==> src/rtl/seq_mag_comparator_pkg.sv <==
// Shared types and helpers for the slice-serial magnitude comparator.
package seq_mag_comparator_pkg;

  localparam int unsigned SLICE = 4;

  typedef enum logic [1:0] {
    IDLE = 2'd0,
    CMP  = 2'd1,
    DONE = 2'd2
  } state_t;

  typedef struct packed {
    logic gt;
    logic lt;
    logic eq;
  } cmp_res_t;

  // 74LS85-style cascade resolution used when every slice compared equal.
  function automatic cmp_res_t resolve_cascade(input logic gt_in, input logic lt_in,
                                               input logic eq_in);
    cmp_res_t r;
    if (eq_in) begin
      r = '{gt: 1'b0, lt: 1'b0, eq: 1'b1};
    end else begin
      r = '{gt: ~lt_in, lt: ~gt_in, eq: 1'b0};
    end
    return r;
  endfunction

endpackage

==> src/rtl/slice_cmp4.sv <==
// Combinational 4-bit unsigned magnitude compare.
module slice_cmp4
  import seq_mag_comparator_pkg::*;
(
  input  logic [SLICE-1:0] a,
  input  logic [SLICE-1:0] b,
  output logic             gt_c,
  output logic             lt_c,
  output logic             eq_c
);

  always_comb begin
    gt_c = (a > b);
    lt_c = (a < b);
    eq_c = (a == b);
  end

endmodule

==> src/rtl/seq_mag_comparator.sv <==
// Sequential magnitude comparator: one 4-bit slice per cycle, MSB slice first,
// early exit on the first differing slice, cascade inputs resolve full equality.
module seq_mag_comparator
  import seq_mag_comparator_pkg::*;
#(
  parameter int unsigned WIDTH = 16
) (
  input  logic                             clk,
  input  logic                             rst,
  input  logic                             in_valid,
  output logic                             in_ready,
  input  logic [WIDTH-1:0]                 a,
  input  logic [WIDTH-1:0]                 b,
  input  logic                             signed_mode,
  input  logic                             gt_in,
  input  logic                             lt_in,
  input  logic                             eq_in,
  output logic                             out_valid,
  input  logic                             out_ready,
  output logic                             a_gt_b,
  output logic                             a_lt_b,
  output logic                             a_eq_b,
  output logic [$clog2(WIDTH/4+1)-1:0]     slices_used
);

  localparam int unsigned NSLICE = WIDTH / SLICE;
  localparam int unsigned SU_W   = $clog2(NSLICE + 1);
  localparam int unsigned IDX_W  = (NSLICE > 1) ? $clog2(NSLICE) : 1;
  localparam logic [IDX_W-1:0] IDX_TOP = IDX_W'(NSLICE - 1);

  state_t           state, state_n;
  logic [IDX_W-1:0] idx, idx_n;
  logic [WIDTH-1:0] a_q, b_q;
  logic             signed_q;
  cmp_res_t         casc_q;
  cmp_res_t         res_q, res_n;
  logic [SU_W-1:0]  su_n;
  logic             in_ready_n, out_valid_n;
  logic             load;

  logic [SLICE-1:0] slice_a, slice_b;
  logic             s_gt, s_lt, s_eq;

  // Slice mux; signed mode flips the sign bit of the MSB slice only.
  always_comb begin
    slice_a = SLICE'(a_q >> (SLICE * 32'(idx)));
    slice_b = SLICE'(b_q >> (SLICE * 32'(idx)));
    if (signed_q && (idx == IDX_TOP)) begin
      slice_a[SLICE-1] = ~slice_a[SLICE-1];
      slice_b[SLICE-1] = ~slice_b[SLICE-1];
    end
  end

  slice_cmp4 u_slice_cmp4 (
    .a    (slice_a),
    .b    (slice_b),
    .gt_c (s_gt),
    .lt_c (s_lt),
    .eq_c (s_eq)
  );

  always_ff @(posedge clk or posedge rst) begin
    if (rst) begin
      state       <= IDLE;
      idx         <= '0;
      a_q         <= '0;
      b_q         <= '0;
      signed_q    <= 1'b0;
      casc_q      <= '0;
      res_q       <= '0;
      slices_used <= '0;
      in_ready    <= 1'b1;
      out_valid   <= 1'b0;
    end else begin
      state       <= state_n;
      idx         <= idx_n;
      res_q       <= res_n;
      slices_used <= su_n;
      in_ready    <= in_ready_n;
      out_valid   <= out_valid_n;
      if (load) begin
        a_q      <= a;
        b_q      <= b;
        signed_q <= signed_mode;
        casc_q   <= '{gt: gt_in, lt: lt_in, eq: eq_in};
      end
    end
  end

  always_comb begin
    state_n     = state;
    idx_n       = idx;
    res_n       = res_q;
    su_n        = slices_used;
    in_ready_n  = in_ready;
    out_valid_n = out_valid;
    load        = 1'b0;

    case (state)
      IDLE: begin
        if (in_valid && in_ready) begin
          load       = 1'b1;
          idx_n      = IDX_TOP;
          in_ready_n = 1'b0;
          state_n    = CMP;
        end
      end

      CMP: begin
        if (!s_eq) begin
          res_n       = '{gt: s_gt, lt: s_lt, eq: 1'b0};
          su_n        = SU_W'(NSLICE - 32'(idx));
          out_valid_n = 1'b1;
          state_n     = DONE;
        end else if (idx != '0) begin
          idx_n = idx - 1'b1;
        end else begin
          res_n       = resolve_cascade(casc_q.gt, casc_q.lt, casc_q.eq);
          su_n        = SU_W'(NSLICE);
          out_valid_n = 1'b1;
          state_n     = DONE;
        end
      end

      DONE: begin
        if (out_ready) begin
          out_valid_n = 1'b0;
          in_ready_n  = 1'b1;
          state_n     = IDLE;
        end
      end

      default: begin
        out_valid_n = 1'b0;
        in_ready_n  = 1'b1;
        state_n     = IDLE;
      end
    endcase
  end

  assign a_gt_b = res_q.gt;
  assign a_lt_b = res_q.lt;
  assign a_eq_b = res_q.eq;

endmodule

==> config.mk <==
export PLATFORM = sky130hd
export DESIGN_NAME = seq_mag_comparator
export DESIGN_NICKNAME = d
export VERILOG_FILES = /design/src/rtl/seq_mag_comparator_pkg.sv /design/src/rtl/slice_cmp4.sv /design/src/rtl/seq_mag_comparator.sv
export SDC_FILE = /design/constraint.sdc
export NUM_CORES = 1
export LEC_CHECK = 0
export ABC_AREA = 1
export BUFFER_PORTS_ARGS = -buffer_cell sky130_fd_sc_hd__buf_2
export CAP_MARGIN = 20
export CORE_MARGIN = 4
export CORE_UTILIZATION = 54
export CTS_CLUSTER_DIAMETER = 80
export DETAILED_ROUTE_END_ITERATION = 10
export HOLD_SLACK_MARGIN = 0.12
export PLACE_DENSITY = 0.79
export SYNTH_ARGS = -nofsm -noshare
export SYNTH_HDL_FRONTEND = slang
export SYNTH_SLANG_ARGS = --single-unit
==> constraint.sdc <==
create_clock -name clk -period 2.84 [get_ports clk]
set_clock_uncertainty 0.05 [all_clocks]
set_input_delay 0.142 -clock clk [delete_from_list [all_inputs] [get_ports clk]]
set_output_delay 0.142 -clock clk [all_outputs]
set_load 0.01 [all_outputs]
==> metrics.md <==
| Metric | Value |
|---|---|
| Worst-margin pin slew | 536.9 ps |
| H-tree Lvls | 2 |
| Share of the yosys chip area belonging to registers | 0.5139 |
| Met3 Usage GRT | 0.04514 |
| R2R setup slack | 590 ps |
| Die area | 5450 um2 |
| DR WL/cell | 12.03 um |
| Worst R2R End | a_lt_b$_DFFE_PP0P_ |
| Final nets | 413 |
| Cell Area, Placed | 2590 um2 |
| Final setup violation count | 0 |
| Hold path start | out_ready |
| Int Power | 1.811 mW |
| N_diodes | 0 |
| Congestion Overflow GR | 0 |
| Setup Fix Bufs, Post-CTS | 0 |
| Num Clock Sinks | 48 |
| Via count | 2052 |
| Final wirelength | 5029 um |
| Combinational fraction of design power | 0.476 |
| Worst min path class | input pin to flip-flop |
| DIE HEIGHT | 73.83 um |
| Initial antenna violation count | 0 |
| Worst hold stages | 4 |
| P_sw | 1.312 mW |
| Non-filler cells, final | 418 |
| Hold Path End | state[1]$_DFFE_PP0P_ |
| Synth Net Count | 329 |
| Synth area leaders | dfrtp_1 (50%), nand2_1 (13%), inv_1 (7.1%) |
| Met1 GRT Util | 0.2337 |
| Via/cell ratio | 4.909 |
| Synth warnings | 0 |
| Clk slew on worst S/H paths | 80 ps |
| Max Clock Freq | 0.4450 GHz |
| DP Cell Count | 371 |
| Final Cycle Share | 0.7912 |
| Clk pwr share | 0.132 |
| Worst slew margin | 0.6420 |
| CP Capture Type | flip-flop |
| Port Buffers | 47 |
| Cells after Synth | 283 |
| Sw frac | 0.4200 |
| Critical path class | flip-flop to flip-flop |
| Ports | 48 |
| Critical Path AT | 2380 ps |
| Avg Inst Size Synth | 8.268 um2 |
| Count of cell types in the netlist | 27 |
| Reg-to-Reg Start | idx[0]$_DFFE_PP0P_ |
| Part of the power in registers | 0.393 |
| RSZ-0062 raised after global routing | false |
| Clock buffer depth | 2 |
| Top cell type's share of synthesized area | 0.5027 |
| P_leak | 1.641 nW |
| Critical path peak fanout | 17 |
| 1st-iter DRT viols | 80 |
| CTS tree | built |
| Setup TNS | 0 ps |
| GRT Max-Usage Layer | met2 |
| Layout cells sized above 1 | 0.2038 |
| Initial DRT Pass Iterations | 6 |
| Crit path required time | 2980 ps |
| Gr usage total | 0.2033 |
| Detail Route Antenna Nets | 0 |
| Status | completed |
| Number of max-cap violations | 0 |
| Worst Hold Margin | 124.9 ps |
| Final Core Density | 0.7547 |
| Design area | 3084 um2 |
| Fin. max-slew vios | 0 |
| Yosys reg bits | 48 |
| P per Cell Area | 1013 nW/um2 |
| Clock latency on the worst-skew pair | 300 ps |
| GR met2 Demand/Resource | 0.3681 |
| Maximum VDD drop | 0.0005828 V |
| Final Hold Fails | 0 |
| First-pass GRT wire length | 8507 um |
| Residual DRC | 0 |
| Floorplan row count | 23 |
| Top cell type by total area after synthesis | dfrtp_1 |
| Synthesized area | 2340 um2 |
| Layout area overhead | 31.82% |
| Initial core utilization | 0.5726 |
| Gpl congestion | 0.8455 |
| Total core area | 4086 um2 |
| Worst Reg-to-Reg Cells | 13 |
| Largest net degree at the start of global routing | 51 |
| Die X | 73.83 um |
| Root Buffer | clkbuf_8 |
| DP HPWL | 3192 um |
| Final critical-path required period | 2247 ps |
| TritonCTS Buffers | 5 |
| Number of global-route vias before repair | 2028 |
| Startpoint Class | flip-flop |
-- timing repair --
action                    CTS  global route
hold buffers               38             0
hold endpoints to repair   84             0
resized for setup           0             0
-- registers in the layout, indices dropped and copies added, names as in the netlist --
name / flops
a_eq_b: 1
a_gt_b: 1
a_lt_b: 1
a_q: 16
b_q: 16
casc_q: 3
idx: 2
in_ready: 1
out_valid: 1
signed_q: 1
slices_used: 3
state: 2
-- cell usage after synthesis --
cell and count:
o22ai_1 3, o21ai_2 6, a21oi_2 2, xor2_1 1
nand3_4 1, nand2_1 80, nand3_1 5, nor2_1 16
or2_2 1, inv_2 1, nand3b_1 2, nor2_2 2
ha_1 6, o21ai_1 28, buf_4 3, xnor2_1 1
a21oi_1 6, nand2_2 2, dfstp_2 1, nand4_1 1
o21ai_0 12, o31ai_1 1, nor2_4 1, buf_2 8
a32o_1 2, inv_1 44, dfrtp_1 47
-- cell usage in the layout, fill, tap and decap left out, drive strengths merged --
cell type | Yosys | final
nand3 | 6 | 6
a21oi | 8 | 8
xor2 | 1 | 1
buf | 11 | 50
o22ai | 3 | 3
nand4 | 1 | 1
a32o | 2 | 2
dfstp | 1 | 1
nand3b | 2 | 2
inv | 45 | 45
nand2 | 82 | 82
clkbuf | 0 | 7
xnor2 | 1 | 1
dlygate4sd3 | 0 | 38
nor2 | 19 | 19
clkinvlp | 0 | 1
o31ai | 1 | 1
ha | 6 | 6
or2 | 1 | 1
dfrtp | 47 | 47
o21ai | 46 | 46
-- worst max-delay path, stage by stage (launching register included) --
cell and delay (ps):
dfrtp_1 500, inv_2 260, nand2_1 80, nand3_1 80, nand2_1 60, xor2_1 140
ha_1 310, nand2_1 100, nor2_4 140, nand2_1 90, nand2_2 150, nor2_1 60
nand2_1 60, nand2_1 50
-- metrics by stage --
step | worst slack (ps) | total power, mW
2_1_floorplan | 859.1 | 2.345
5_1_grt | 370.0 | 3.417
3_5_place_dp | 618.1 | 2.672
4_1_cts | 586.5 | 3.145
3_3_place_gp | 708.0 | 2.628
6_report | 593.0 | 3.123
-- layer usage --
metal	vias to the layer above	wire, um
met2	44	2614
li1	1054	-
met4	0	76
met5	-	0
met1	946	2100
met3	8	238
-- power by group through the flow --
stage,clock (mW),combinational [mW],sequential [mW]
finish,0.411,1.49,1.23
global route,0.448,1.71,1.26
CTS,0.426,1.49,1.23
detailed placement,0,1.44,1.23
global placement,0,1.40,1.23
floorplan,0,1.16,1.18
-- area by class of cell --
type | count | area, um2
clock buffers | 7 | 86.33
clock inverters | 1 | 7.507
fillers | 303 | 1002
inverters | 45 | 168.9
multi-input cells | 179 | 905.9
flip-flops and latches | 48 | 1202
well taps | 50 | 62.56
repair buffers | 88 | 650.6
-- kinds of logic after synthesis --
group | Yosys count | synth area share
AND/OR/NAND/NOR | 111 | 0.1995
AO/OA/AOI/OAI | 60 | 0.1481
buffers and inverters | 56 | 0.09893
flip-flops | 48 | 0.5139
adder cells (fa/ha/maj) | 6 | 0.03208
XOR/XNOR | 2 | 0.007488
-- how the worst max path moves through the flow --
stage / cells past startpoint / from / end / slack (ps)
2_1_floorplan: 13 / idx[0]$_DFFE_PP0P_ / a_lt_b$_DFFE_PP0P_ / 860
5_1_grt: 12 / idx[0]$_DFFE_PP0P_ / a_gt_b$_DFFE_PP0P_ / 370
4_1_cts: 13 / idx[0]$_DFFE_PP0P_ / a_lt_b$_DFFE_PP0P_ / 590
3_5_place_dp: 13 / idx[0]$_DFFE_PP0P_ / a_lt_b$_DFFE_PP0P_ / 620
3_3_place_gp: 13 / idx[0]$_DFFE_PP0P_ / a_lt_b$_DFFE_PP0P_ / 710
6_report: 13 / idx[0]$_DFFE_PP0P_ / a_lt_b$_DFFE_PP0P_ / 590
Note: power is estimated with default switching activity, not from simulation.
